==> config.mk <==
export PLATFORM = sky130hd
export DESIGN_NAME = dodge_game_core
export DESIGN_NICKNAME = d
export VERILOG_FILES = /design/src/rtl/dodge_game_core.sv
export SDC_FILE = /design/constraint.sdc
export NUM_CORES = 1
export LEC_CHECK = 0
export BUFFER_PORTS_ARGS = -buffer_cell sky130_fd_sc_hd__buf_4
export CORE_MARGIN = 2
export CORE_UTILIZATION = 30
export DETAILED_ROUTE_END_ITERATION = 7
export PLACE_DENSITY_LB_ADDON = 0.2
export SLEW_MARGIN = 20
export SYNTH_ARGS = -nofsm -noshare
export SYNTH_HDL_FRONTEND = slang
export SYNTH_SLANG_ARGS = --single-unit
==> constraint.sdc <==
create_clock -name i_clk -period 4.07 [get_ports i_clk]
set_input_delay 0.6105 -clock i_clk [delete_from_list [all_inputs] [get_ports i_clk]]
set_output_delay 0.6105 -clock i_clk [all_outputs]
set_load 0.005 [all_outputs]
==> src/rtl/dodge_game_core.sv <==
// Game-state engine for the LED-matrix dodge game.
// Tracks position, lives, invulnerability and BCD survival score per player lane,
// under a global IDLE/RUN/OVER game FSM.
//
//   state | meaning
//   IDLE  | players parked at lane bit 0, full lives, scores cleared; waits for start
//   RUN   | movement, collision on tick and scoring active
//   OVER  | everything frozen until start returns to IDLE
//
//   sub   | meaning
//   NORMAL| player can be hit
//   INV   | post-hit invulnerability, counts down on ticks
//   DEAD  | no lives left, position blanked
module dodge_game_core #(
    parameter int PLAYERS      = 2,
    parameter int LANE_W       = 4,
    parameter int LIVES        = 3,
    parameter int INV_TICKS    = 2,
    parameter int SCORE_DIGITS = 2,
    parameter int WRAP         = 0
) (
    input  logic                             i_clk,
    input  logic                             i_reset,
    input  logic                             i_start,
    input  logic                             i_tick,
    input  logic [PLAYERS-1:0]               i_move_left,
    input  logic [PLAYERS-1:0]               i_move_right,
    input  logic [PLAYERS*LANE_W-1:0]        i_map_row,
    output logic [PLAYERS*LANE_W-1:0]        o_pos,
    output logic [PLAYERS-1:0]               o_alive,
    output logic [PLAYERS-1:0]               o_hit_flash,
    output logic [PLAYERS*3-1:0]             o_lives,
    output logic [PLAYERS*SCORE_DIGITS*4-1:0] o_score,
    output logic [1:0]                       o_state,
    output logic                             o_game_over
);

    localparam int SW = SCORE_DIGITS * 4;
    localparam logic [SW-1:0] SCORE_MAX = {SCORE_DIGITS{4'h9}};

    typedef enum logic [1:0] {ST_IDLE = 2'b00, ST_RUN = 2'b01, ST_OVER = 2'b10} game_st_t;
    typedef enum logic [1:0] {SUB_NORMAL = 2'b00, SUB_INV = 2'b01, SUB_DEAD = 2'b10} sub_st_t;

    game_st_t          r_state, w_state;
    logic [LANE_W-1:0] r_pos   [PLAYERS];
    logic [LANE_W-1:0] w_pos   [PLAYERS];
    logic [2:0]        r_lives [PLAYERS];
    logic [2:0]        w_lives [PLAYERS];
    sub_st_t           r_sub   [PLAYERS];
    sub_st_t           w_sub   [PLAYERS];
    logic [2:0]        r_inv   [PLAYERS];
    logic [2:0]        w_inv   [PLAYERS];
    logic [SW-1:0]     r_score [PLAYERS];
    logic [SW-1:0]     w_score [PLAYERS];
    logic              w_any_alive;
    logic              w_load_init;

    // Left moves toward the higher lane index.
    function automatic logic [LANE_W-1:0] f_left(input logic [LANE_W-1:0] v);
        if (WRAP != 0)         return {v[LANE_W-2:0], v[LANE_W-1]};
        else if (v[LANE_W-1]) return v;
        else                   return v << 1;
    endfunction

    // Right moves toward the lower lane index.
    function automatic logic [LANE_W-1:0] f_right(input logic [LANE_W-1:0] v);
        if (WRAP != 0) return {v[0], v[LANE_W-1:1]};
        else if (v[0]) return v;
        else           return v >> 1;
    endfunction

    // Saturating BCD increment, ripple carry from the lowest digit.
    function automatic logic [SW-1:0] f_bcd_inc(input logic [SW-1:0] v);
        logic [SW-1:0] r;
        logic          c;
        r = v;
        c = 1'b1;
        if (v != SCORE_MAX) begin
            for (int d = 0; d < SCORE_DIGITS; d++) begin
                if (c) begin
                    if (r[d*4 +: 4] == 4'd9) begin
                        r[d*4 +: 4] = 4'd0;
                    end else begin
                        r[d*4 +: 4] = r[d*4 +: 4] + 4'd1;
                        c = 1'b0;
                    end
                end
            end
        end
        return r;
    endfunction

    // Next game state and per-player next state.
    always_comb begin
        w_state     = r_state;
        w_pos       = r_pos;
        w_lives     = r_lives;
        w_sub       = r_sub;
        w_inv       = r_inv;
        w_score     = r_score;
        w_any_alive = 1'b0;
        w_load_init = 1'b0;
        case (r_state)
            ST_IDLE: begin
                w_load_init = 1'b1;
                if (i_start) w_state = ST_RUN;
            end
            ST_RUN: begin
                for (int p = 0; p < PLAYERS; p++) begin
                    if (r_sub[p] != SUB_DEAD) begin
                        if (i_move_left[p] && !i_move_right[p])
                            w_pos[p] = f_left(r_pos[p]);
                        else if (i_move_right[p] && !i_move_left[p])
                            w_pos[p] = f_right(r_pos[p]);
                        if (i_tick) begin
                            // Collision looks at the registered position, not the moved one.
                            if (r_sub[p] == SUB_NORMAL &&
                                (r_pos[p] & i_map_row[p*LANE_W +: LANE_W]) != '0) begin
                                w_lives[p] = r_lives[p] - 3'd1;
                                if (r_lives[p] <= 3'd1) begin
                                    w_lives[p] = 3'd0;
                                    w_sub[p]   = SUB_DEAD;
                                    w_pos[p]   = '0;
                                    w_inv[p]   = 3'd0;
                                end else if (INV_TICKS == 0) begin
                                    w_sub[p] = SUB_NORMAL;
                                end else begin
                                    w_sub[p] = SUB_INV;
                                    w_inv[p] = 3'(INV_TICKS);
                                end
                            end else if (r_sub[p] == SUB_INV) begin
                                if (r_inv[p] <= 3'd1) begin
                                    w_sub[p] = SUB_NORMAL;
                                    w_inv[p] = 3'd0;
                                end else begin
                                    w_inv[p] = r_inv[p] - 3'd1;
                                end
                            end
                            if (w_sub[p] != SUB_DEAD) w_score[p] = f_bcd_inc(r_score[p]);
                        end
                    end
                    if (w_sub[p] != SUB_DEAD) w_any_alive = 1'b1;
                end
                if (!w_any_alive) w_state = ST_OVER;
            end
            ST_OVER: begin
                if (i_start) begin
                    w_state     = ST_IDLE;
                    w_load_init = 1'b1;
                end
            end
            default: w_state = ST_IDLE;
        endcase
        if (w_load_init) begin
            for (int p = 0; p < PLAYERS; p++) begin
                w_pos[p]   = LANE_W'(1);
                w_lives[p] = 3'(LIVES);
                w_sub[p]   = SUB_NORMAL;
                w_inv[p]   = 3'd0;
                w_score[p] = '0;
            end
        end
    end

    // State registers with asynchronous active-low reset.
    always_ff @(posedge i_clk or negedge i_reset) begin
        if (!i_reset) begin
            r_state <= ST_IDLE;
            for (int p = 0; p < PLAYERS; p++) begin
                r_pos[p]   <= LANE_W'(1);
                r_lives[p] <= 3'(LIVES);
                r_sub[p]   <= SUB_NORMAL;
                r_inv[p]   <= 3'd0;
                r_score[p] <= '0;
            end
        end else begin
            r_state <= w_state;
            r_pos   <= w_pos;
            r_lives <= w_lives;
            r_sub   <= w_sub;
            r_inv   <= w_inv;
            r_score <= w_score;
        end
    end

    // Pack per-player registers onto the output buses.
    always_comb begin
        o_pos       = '0;
        o_alive     = '0;
        o_hit_flash = '0;
        o_lives     = '0;
        o_score     = '0;
        for (int p = 0; p < PLAYERS; p++) begin
            o_pos[p*LANE_W +: LANE_W] = r_pos[p];
            o_alive[p]                = (r_sub[p] != SUB_DEAD);
            o_hit_flash[p]            = (r_sub[p] == SUB_INV);
            o_lives[p*3 +: 3]         = r_lives[p];
            o_score[p*SW +: SW]       = r_score[p];
        end
        o_state     = r_state;
        o_game_over = (r_state == ST_OVER);
    end

endmodule

== Word-level counts from Yosys, hierarchy flattened ==
Cells that the tools add are included.
Word-level totals
  flip-flop bits (word level): 42
  latch bits: 0
  memory bits (writable): 0
  bits in read-only memories: 0
  input port bits: 16
  logic and storage cells: 187
  memories: 0
Cells by class
  $add $sub $neg: 8
  multipliers: 0
  div/mod/pow operators: 0
  magnitude comparators: 4
  equality and inequality tests: 19
  shift operators: 0
  mux-type cells: 101
  bitwise logic cells: 2
  reductions and logical operators: 40
Operators by type and width (number)
  two-way mux 4 bit: 24
  two-way mux 8 bit: 10
  two-way mux 3 bit: 18
  two-way mux 2 bit: 25
  two-way mux 16 bit: 2
  two-way mux 6 bit: 4
  nonzero test 2 bit: 12
  inequality test 2 bit, second input constant: 9
  adder 4 x 1 -> 4 bit, second input constant: 4
  equality test 4 bit, second input constant: 4
  two-way mux 1 bit: 16
  inequality test 8 bit, second input constant: 2
  AND reduction 4 bit: 4
  <= comparator 3 x 1 -> 1 bit, second input constant: 4
  AND reduction 6 bit: 2
  subtractor 3 x 1 -> 3 bit, second input constant: 4
  AND reduction 5 bit: 2
  bitwise AND 4 bit: 2
  nonzero test 4 bit: 2
  equality test 2 x 1 -> 1 bit, second input constant: 3
  logical AND 1 bit: 6
  logical NOT 2 bit: 3
  one-hot mux 2 bit (3 select lines): 1
  nonzero test 3 bit: 2
  other kinds (5): 9

== Depth between registers and ports, before layout ==
Gate-level depths: netlist of the first run.
  word-level depth: 19
  mapped depth: 7
  gate-level depth less buffers: 6

== Worst setup path before layout of the first run ==
OpenSTA, ideal clock, no wires.
  kind: input -> register
  from: input port i_map_row[0]
  to: register r_state[0] (netlist: o_state[0])
  library setup time: 0.126 ns
  data arrival time: 1.802 ns
  data required time: 3.944 ns
  slack: 2.142 ns
  cell stages on the path: 5
  buffers on the path: 0
  path through: a22oi_2 > a211oi_4 > a21oi_1 > or3_1 > a221o_1
On the way
  cells in the longest elaborated chain, start to end: 16
RTL lines
  start: declaration: RTL line 28  | input logic [PLAYERS*LANE_W-1:0] i_map_row,
  bitwise AND 4 bit: RTL line 118  | (r_pos[p] & i_map_row[p*LANE_W +: LANE_W]) != '0) begin
  nonzero test 4 bit: RTL line 118
  logical AND 1 bit: RTL line 117  | if (r_sub[p] == SUB_NORMAL &&
  two-way mux 2 bit: RTL line 117
  two-way mux 2 bit: RTL line 115  | if (i_tick) begin
  two-way mux 2 bit: RTL line 110  | if (r_sub[p] != SUB_DEAD) begin
  two-way mux 2 bit: RTL line 103  | case (r_state)
  two-way mux 2 bit: RTL line 115
  two-way mux 2 bit: RTL line 110
  two-way mux 2 bit: RTL line 103
  inequality test 2 bit: RTL line 142  | if (w_sub[p] != SUB_DEAD) w_any_alive = 1'b1;
  two-way mux 1 bit (2 in series): RTL line 142
  two-way mux 1 bit: RTL line 103
  inequality test 2 bit (no source line)
  AND reduction 3 bit (no source line)
  end signal: assignment: RTL line 177  | r_state <= w_state;
  end: declaration: RTL line 44  | game_st_t r_state, w_state;
No other way between the ends. The select of a mux whose other input is x is not followed.
A chain may end at the register's enable or synchronous reset.

== Worst setup path after layout of the first run ==
  from: register r_state[1] (netlist: o_state[1])
  to: register r_score, in the netlist o_score[9]
On the way
  cells in the longest elaborated chain, start to end: 4
  elaborated cells between the ends (all ways): 11
RTL lines
  equality test 2 bit or logical NOT 2 bit (tied branches): RTL line 103
  one-hot mux 1 bit (2 select lines): RTL line 103
  nonzero test 2 bit (no source line)
  AND reduction 5 bit (no source line)
  end signal: assignment: RTL line 182  | r_score <= w_score;
  end: declaration: RTL line 53  | logic [SW-1:0] r_score [PLAYERS];
Parallel ways exist; a longest one is shown, timed or not.

==> results.ini, run 1 <==
[run_status]
status=finished clean

[power_and_ir_drop]
clkPwrFrac_pct=17.4
power.switching_w=0.000997
intPower_w=0.00141
p_leak_nw=1.47
power_frac_comb_pct=48.3
vdd_ir_drop_max_mv=0.236
swShare_pct=41.5
p_per_area_nw_per_um2=729
p_seq_share_pct=34.3
report.power.total_w=0.00240

[worst_setup_path]
critPathCaptureType=flop
r2r-start=o_state[1]$_DFFE_PN0P_
reg2reg_slack_ns=1.90
worstPathRequired_ns=4.30
arrival_ns=2.40
r2r-end=o_score[9]$_DFFE_PN0P_
crit_type=reg2reg
cp_max_fo=25
ff2ff_path_depth=6
start_kind=flop

[sta]
fmax_ghz=0.461
rsz0062_at_grt=no
slew_headroom_pct=56.6
drv_slew=0
setup-violations-final=0
tns_ns=0
final.min_clock_period_ns=2.17
skew_ns=0.00765
hold-worst-slack_ns=0.298
hold_viol=0
fin_crit_sh_pct=53.3
tightest_slew_ns=0.641

[place]
dp_hpwl_um=4890
post_dp_cell_area_um2=3160
gp_congestion=0.768
numPortBuffers=52

[run]
cap_violations=0

[logic_synthesis]
synthFlopType=dfrtp_1
synth.area.top_cells=dfrtp_1, dfstp_2, nand2_1, a21oi_1, o21ai_0
synth-edff-count=0
ys_types=53
syn-num-nets=331
synthCells=308
synth-seq-cells=42
yosysSeqAreaShare_pct=40.0
yosys.area.top_type=dfrtp_1
syn_avg_cell_area_um2=8.60
synthArstFlopShare_pct=100
syn_area_um2=2650
yosysWarnings=0
netlist.area_leader.share_pct=34.0

[global_routing]
antenna_found_initial=0
grt.total_usage_pct=14.8
grt_pass1_vias=2287
grt_pass1_wl_um=11700
grt_max_degree=43
overflow=0

[floorplan]
floorplan.initialDensity_pct=30.7
fp-row-count=34
coreArea_um2=8640
die_w_um=98.0
die_area_um2=9600
io_pins=53
chipHeight_um=98.0

[layout]
regArea_um2=1060
area_growth_pct=24.5
multi_input_area_um2=1470
fillers=887
drive_gt1_share_pct=21.0
fin_util_pct=38.2
n_antenna_cell=0
final_net_count=384
stdcell_area_um2=3300

[drt]
vias=2424
routed_wirelength_um=6830
detail_route.wl_per_cell_um=14.5
dr.pass1.iters=4
vias_per_cell=5.16
drtIter0Drc=156
ant_nets=0
drc_errors=0

[worst_hold_path]
hold_class=in2async

[clocking]
cts_buffers=5
clk_latency_ns=0.30
cts_hold_buf=0
cts_sinks=42
cts_root_buf=clkbuf_8
cts_resized=0
h-tree-depth=2
cts_max_path_buffers=2
cts_tree=yes
postCtsSetupBuffers=0
path_clk_slew_ns=0.09

## area by class of cell
type                            count  area share (%)
Clock buffer                        6            2.50
Clock inverter                      2            1.82
Inverter                           25            2.85
Multi-Input combinational cell    234            44.6
Sequential cell                    42            32.1
Tap cell                          108            4.10
Timing Repair Buffer               53            12.1
## state kept, by name, summed over array words and instances, names as in the netlist
signal and flops:
o_lives 6, o_pos 8, o_score 16, o_state 2, r_inv 6, r_sub 4
## synth_stat cells, types with 2 or more instances
master / n
o311a_1: 2
o31a_1: 2
and2_1: 2
o31ai_1: 3
nor4bb_1: 2
nor3_1: 9
a22oi_1: 2
and3_1: 3
nor2b_1: 6
o21ai_0: 23
dfrtp_1: 36
o21bai_1: 3
a211oi_1: 8
clkbuf_1: 6
a31oi_1: 4
nand4_1: 4
a211o_1: 2
a221o_1: 2
or2_2: 2
a22o_1: 7
ha_1: 7
dfstp_2: 6
xnor2_1: 5
inv_1: 25
a21oi_1: 23
o21a_1: 3
or3_1: 2
nand3_1: 6
nand2b_1: 11
nor3b_1: 3
o22ai_1: 4
o211ai_1: 3
nor2_1: 27
nand2_1: 31
mux2i_1: 5
a22oi_2: 2
## cell families after synthesis
family	Yosys count	synth area share [%]
compound gates	107	28.3
xor+xnor	5	1.65
fa+ha+maj	7	3.31
buf+inv	32	4.53
flops	42	40.0
mux	5	1.89
simple gates	110	20.3
## stage by stage
| stage | setup WS [ns] | cells |
|---|---|---|
| 6_report | 1.90 | 470 |
| 5_1_grt | 1.60 | 470 |
| 4_1_cts | 1.91 | 470 |
| 3_5_place_dp | 1.74 | 462 |
| 3_3_place_gp | 1.75 | 462 |
| 2_1_floorplan | 2.14 | 308 |
## worst max-delay path by stage
stage	start	end	slack (ns)	cells after the start
floorplan	i_map_row[0]	o_state[0]$_DFFE_PN0P_	2.14	5
global placement	i_start	o_score[9]$_DFFE_PN0P_	1.75	7
detailed placement	i_start	o_score[9]$_DFFE_PN0P_	1.74	7
CTS	o_state[1]$_DFFE_PN0P_	o_score[9]$_DFFE_PN0P_	1.91	6
global route	o_state[1]$_DFFE_PN0P_	o_score[9]$_DFFE_PN0P_	1.60	6
finish	o_state[1]$_DFFE_PN0P_	o_score[9]$_DFFE_PN0P_	1.90	6
## per-layer routing
metal | track usage [%] | up-vias | share of wire (%)
met2 | 22.9 | 38 | 47
li1 | - | 1231 | -
met5 | 0 | - | 0
met4 | 4.06 | 0 | 0.94
met3 | 2.72 | 5 | 3.5
met1 | 21.3 | 1150 | 49
## cells in the final DEF (no fill, tap or decap), types with 3 or more instances in the layout
cell type	n
and3_1	3
nor3b_1	3
o21a_1	3
a211oi_1	8
o21bai_1	3
nand4_1	4
nand2_1	31
clkbuf_8	6
dfrtp_1	36
nor2b_1	6
a31oi_1	4
a21oi_1	23
o211ai_1	3
o22ai_1	4
dfstp_2	6
o21ai_0	23
xnor2_1	5
nand3_1	6
buf_4	53
mux2i_1	5
nor2_1	27
nand2b_1	11
nor3_1	9
a22o_1	7
ha_1	7
o31ai_1	3
inv_1	25
## power by group through the flow
stage,logic [W],clock network [W],registers (W)
4_1_cts,0.00117,0.000430,0.000824
5_1_grt,0.00133,0.000444,0.000863
6_report,0.00116,0.000418,0.000825
3_5_place_dp,0.00117,0,0.000831
2_1_floorplan,0.000787,0,0.000776
3_3_place_gp,0.00116,0,0.000831
## worst max-delay path, stage by stage, from the launching register on
cell	delay, ns
dfrtp_1	0.50
nor2b_1	0.29
nor2_1	0.12
buf_4	0.25
o311ai_1	0.62
o21ai_0	0.16
a21oi_1	0.16
Power figures use the tool's default switching activity.
==> run 2: changes to the inputs <==
- clock period: 4.07 -> 1.75 ns (I/O delays scaled with it)
==> run 2 against run 1 <==
The flow now finishes with violations (negative setup slack). Die area stayed put. Combinational power rose to 3.6 times the previous value. Sequential share of layout area decreased by 5.1 points. Global-route usage is 1.0 points higher. Critical path depth down 1. Flip-flop and latch count unchanged. Cell area rose by 19%. Total power grew to 2.7 times the previous value. Wire length increased by 12%. Via count up 11%. Worst setup slack worse by 2.0 ns. Sequential power up 110%. Critical path type unchanged. Largest power group unchanged. Highest routed layer unchanged.
==> results.ini, run 2 (synthesis results as in run 1) <==
[run_status]
status=finished, violations left
failed_checks=negative setup slack

[layout]
n_antenna_cell=0
layout_common_cells=buf_4, dfrtp_1, nand2_1
layout_commonest_cell=buf_4
area_growth_pct=48.2
drive_gt1_share_pct=39.0
fin_util_pct=45.5
largest_reg_flops=16
final_net_count=442

[worst_setup_path]
critPathCaptureType=flop
cp_max_fo=6
ff2ff_path_depth=5
worstPathRequired_ns=1.93
arrival_ns=2.00
crit_type=reg2reg
start_kind=flop
r2r-start=o_pos[0]$_DFFE_PN1P_
crit_start=o_pos[0]$_DFFE_PN1P_

[sta]
tightest_slew_ns=0.566
fin_crit_sh_pct=104
final.min_clock_period_ns=1.82
fmax_ghz=0.549
slew_headroom_pct=62.3
skew_ns=0.00816
drv_slew=0
layout_setup_ws_ns=-0.0704
setup-violations-final=6
rsz0062_at_grt=yes
hold_viol=0

[clocking]
path_clk_slew_ns=0.07
cts_sinks=42
cts_max_path_buffers=2
cts_tree=yes
clk_latency_ns=0.30
h-tree-depth=2
cts_buffers=5
cts_root_buf=clkbuf_8

[global_routing]
met1_usage_pct=22.2
antenna_found_initial=0
grt_pass1_wl_um=12600
grt_busiest_layer=met2
grt_max_degree=43
grt.total_usage_pct=15.8
overflow=0
grt_pass1_vias=2637
grt_use_met3_pct=3.22
met2_usage_pct=24.8

[power_and_ir_drop]
swShare_pct=41.1
p_per_area_nw_per_um2=1680
intPower_w=0.00388
report.power.total_w=0.00659
power.switching_w=0.00271
vdd_ir_drop_max_mv=0.546
clkPwrFrac_pct=10.0
power_frac_comb_pct=63.8
p_seq_share_pct=26.2
p_leak_nw=1.78

[floorplan]
die_w_um=98.0
die_area_um2=9600
floorplan.initialDensity_pct=30.7
coreArea_um2=8640
io_pins=53
chipHeight_um=98.0
fp-row-count=34

[worst_hold_path]
hold_depth=2
hold_class=in2reg
hp-start=i_start

[drt]
routed_wirelength_um=7680
vias_per_cell=5.08
vias=2681
dr.pass1.iters=4
drc_errors=0
detail_route.wl_per_cell_um=14.5
drtIter0Drc=110
ant_nets=0

[place]
numPortBuffers=52
gp_congestion=0.820
dp_hpwl_um=5580

[run]
cap_violations=0

-- run 2: cell count changes in the layout (fill, tap and decap cells not counted), sizes merged --
cell	delta
buf	+57
dlygate4sd3	+1
clkbuf	+1
clkinv	+1
bufinv	-2
-- run 2: routing by layer --
layer | vias to the layer above | routed length [um] | share of wire, %
li1 | 1345 | - | -
met4 | 0 | 87 | 1.1
met5 | - | 0 | 0
met1 | 1282 | 3640 | 47
met3 | 9 | 304 | 4.0
met2 | 45 | 3650 | 48
-- run 2: power groups by stage --
stage / clock [W] / sequential, W / combinational, W
after detailed placement: 0 / 0.00171 / 0.00366
after global placement: 0 / 0.00170 / 0.00362
final: 0.000658 / 0.00173 / 0.00420
after global routing: 0.000725 / 0.00179 / 0.00466
after floorplan: 0 / 0.00180 / 0.00183
after CTS: 0.000685 / 0.00171 / 0.00378
-- run 2: per-stage QoR --
stage / hold WS (ns) / instances / setup TNS [ns] / setup slack (ns) / instance area, um^2
after global routing: 0.257 / 528 / -1.09 / -0.136 / 3930
after global placement: 0.301 / 510 / -0.223 / -0.0373 / 3520
after CTS: 0.244 / 520 / -0.0574 / -0.0412 / 3690
after floorplan: -0.0331 / 308 / -0.131 / -0.131 / 2650
final: 0.267 / 528 / -0.176 / -0.0704 / 3930
after detailed placement: 0.298 / 510 / -0.567 / -0.0743 / 3520
-- run 2: path summary, 6_finish.rpt --
check,end,slack (ns)
worst max-delay path,o_state[0]$_DFFE_PN0P_,-0.07
worst min-delay path,o_state[0]$_DFFE_PN0P_,0.27
worst max register to register,o_state[0]$_DFFE_PN0P_,-0.07
worst min register to register,r_inv[1]$_DFFE_PN0P_,0.51
max in group asynchronous,o_pos[4]$_DFFE_PN1P_,0.86
min in group asynchronous,r_inv[0]$_DFFE_PN0P_,0.50
-- run 2: repair_timing --
item	CTS	global route
hold endpoints to repair	36	0
pin swaps	2	16
hold buffers	1	0
endpoints found under the setup margin	17	32
setup buffers	1	8
resized for setup	12	40
-- run 2: final cells by class --
class                      count  area (um^2)
fill                         862         4710
multi-input combinational    234         1700
sequential                    42         1060
timing repair buffer         111          851
tap                          108          135
inverter                      25         93.8
clock buffer                   7         86.3
clock inverter                 1         5.00
-- run 2: critical path: stages, from the launching register on --
cell and delay [ns]:
dfstp_2 0.54, a22oi_2 0.14, a211oi_4 0.24, a21oi_1 0.09, or3_4 0.35, a221o_1 0.34
==> run 3: changes to the inputs <==
- GPL_TIMING_DRIVEN: unset -> 0
==> run 3 against run 2 <==
Cell area is 6.6% lower. Core utilization is 3.0 points lower. Count of clock-buffer cells in the layout stayed put. The run still ends with negative setup slack left. Largest cell class unchanged. Total power decreased by 8.2%. Global-route usage is 0.42 points lower. Die area is the same. Hold slack gained 0.0071 ns. Flip-flop and latch count stayed put. First-iteration DRC count grew 15%. Clock skew about the same.
==> results.ini, run 3 (synthesis results as in run 1) <==
[drt]
vias_per_cell=5.28
vias=2575
detail_route.wl_per_cell_um=15.2
dr.pass1.iters=4
routed_wirelength_um=7400
drtIter0Drc=126
drc_errors=0
ant_nets=0

[clocking]
cts_sinks=42
path_clk_slew_ns=0.09
cts_tree=yes
cts_max_path_buffers=2
h-tree-depth=2
cts_root_buf=clkbuf_8
clk_latency_ns=0.30
cts_buffers=5

[worst_setup_path]
crit_type=reg2reg
reg2reg_slack_ns=-0.1
max_stage_delay_ns=0.54
critPathCaptureType=flop
arrival_ns=2.03
ff2ff_path_depth=5
r2r-start=o_pos[0]$_DFFE_PN1P_
crit_chain=a22oi_2, a211oi_4, a21oi_2, or3_4, a221o_1
crit_slowest_cell=dfstp_2
start_kind=flop
worstPathRequired_ns=1.93
cp_max_fo=5
r2r-end=o_state[0]$_DFFE_PN0P_

[layout]
n_antenna_cell=0
area_growth_pct=38.4
final_cells=488
multi_input_area_um2=1750
fillers=886
layout_commonest_cell=buf_4
largest_reg_flops=16
layout_common_cells=buf_4, nand2_1, dfrtp_1
regArea_um2=1070
drive_gt1_share_pct=36.1
final_net_count=402

[power_and_ir_drop]
p_per_area_nw_per_um2=1650
p_leak_nw=1.57
report.power.total_w=0.00605
vdd_ir_drop_max_mv=0.488

[worst_hold_path]
min_to=o_state[0]$_DFFE_PN0P_
hold_depth=2
hold_class=in2reg
hp-start=i_start

[run_status]
failed_checks=negative setup slack
status=finished, violations left

[sta]
final.min_clock_period_ns=1.85
tightest_slew_ns=0.579
fmax_ghz=0.542
hold_viol=0
fin_crit_sh_pct=106
setup-violations-final=4
rsz0062_at_grt=yes
tns_ns=-0.256
skew_ns=0.00793
layout_setup_ws_ns=-0.0967
drv_slew=0
slew_headroom_pct=61.4

[global_routing]
grt_pass1_vias=2377
overflow=0
antenna_found_initial=0
grt_max_degree=43
grt.total_usage_pct=15.4
grt_pass1_wl_um=12100

[floorplan]
coreArea_um2=8640
floorplan.initialDensity_pct=30.7
die_area_um2=9600
io_pins=53
die_w_um=98.0
chipHeight_um=98.0
fp-row-count=34

[place]
dp_hpwl_um=5180
post-place-ws_ns=-0.514
placed_cells=467
gp_congestion=0.822
numPortBuffers=51

[run]
cap_violations=0

## run 3: worst max-delay path by stage
stage                                start                      to  slack, ns  cells after the start
global route          o_pos[0]$_DFFE_PN1P_  o_state[0]$_DFFE_PN0P_      -0.13                      5
detailed placement  o_state[1]$_DFFE_PN0P_  o_lives[2]$_DFFE_PN0P_      -0.51                      5
floorplan             o_pos[0]$_DFFE_PN1P_  o_state[0]$_DFFE_PN0P_      -0.13                      5
global placement    o_state[1]$_DFFE_PN0P_  o_score[9]$_DFFE_PN0P_      -0.51                      5
CTS                   o_pos[0]$_DFFE_PN1P_  o_state[0]$_DFFE_PN0P_      -0.12                      5
finish                o_pos[0]$_DFFE_PN1P_  o_state[0]$_DFFE_PN0P_       -0.1                      5
## run 3: cell type report
class	count	share of cell area (%)
clock inverters	1	0.137
inverters	25	2.56
plain buffers	5	0.785
well taps	108	3.69
multi-input cells	234	47.8
repair buffers	66	13.6
flip-flops and latches	42	29.1
clock buffers	7	2.35
## run 3: worst max-delay path, delay by kind of cell (launching register included)
kind             cells  cell delay (ns)
AO/OA/AOI/OAI        4             0.85
flip-flops           1             0.54
AND/OR/NAND/NOR      1             0.34
## run 3: per-layer routing
layer	global-route usage, %	wire length (um)
met5	0	0
met4	3.85	73
met3	2.51	209
met2	25.3	3650
met1	21.2	3460
## run 3: timing repair
item                                   CTS  global route
setup endpoints to repair               42            36
gates resized for setup                 32            42
pin swaps                                8            14
endpoints found under the hold margin   36             0
hold buffers                             1             0
setup buffers                            8             6
## run 3: through the flow
step           instance area [um^2]  util (%)  hold WS (ns)
6_report                       3670      42.5         0.274
5_1_grt                        3670      42.5         0.272
4_1_cts                        3440      39.8         0.263
3_5_place_dp                   3170      36.7         0.311
3_3_place_gp                   3170      36.7         0.307
2_1_floorplan                  2650         -       -0.0331
## run 3: where the power goes
| part | leakage (nW) | switching, W | internal (W) |
|---|---|---|---|
| Clock | 0.0482 | 0.000356 | 0.000319 |
| Combinational | 0.994 | 0.00173 | 0.00170 |
| Sequential | 0.530 | 0.000548 | 0.00139 |
| Total | 1.57 | 0.00264 | 0.00341 |
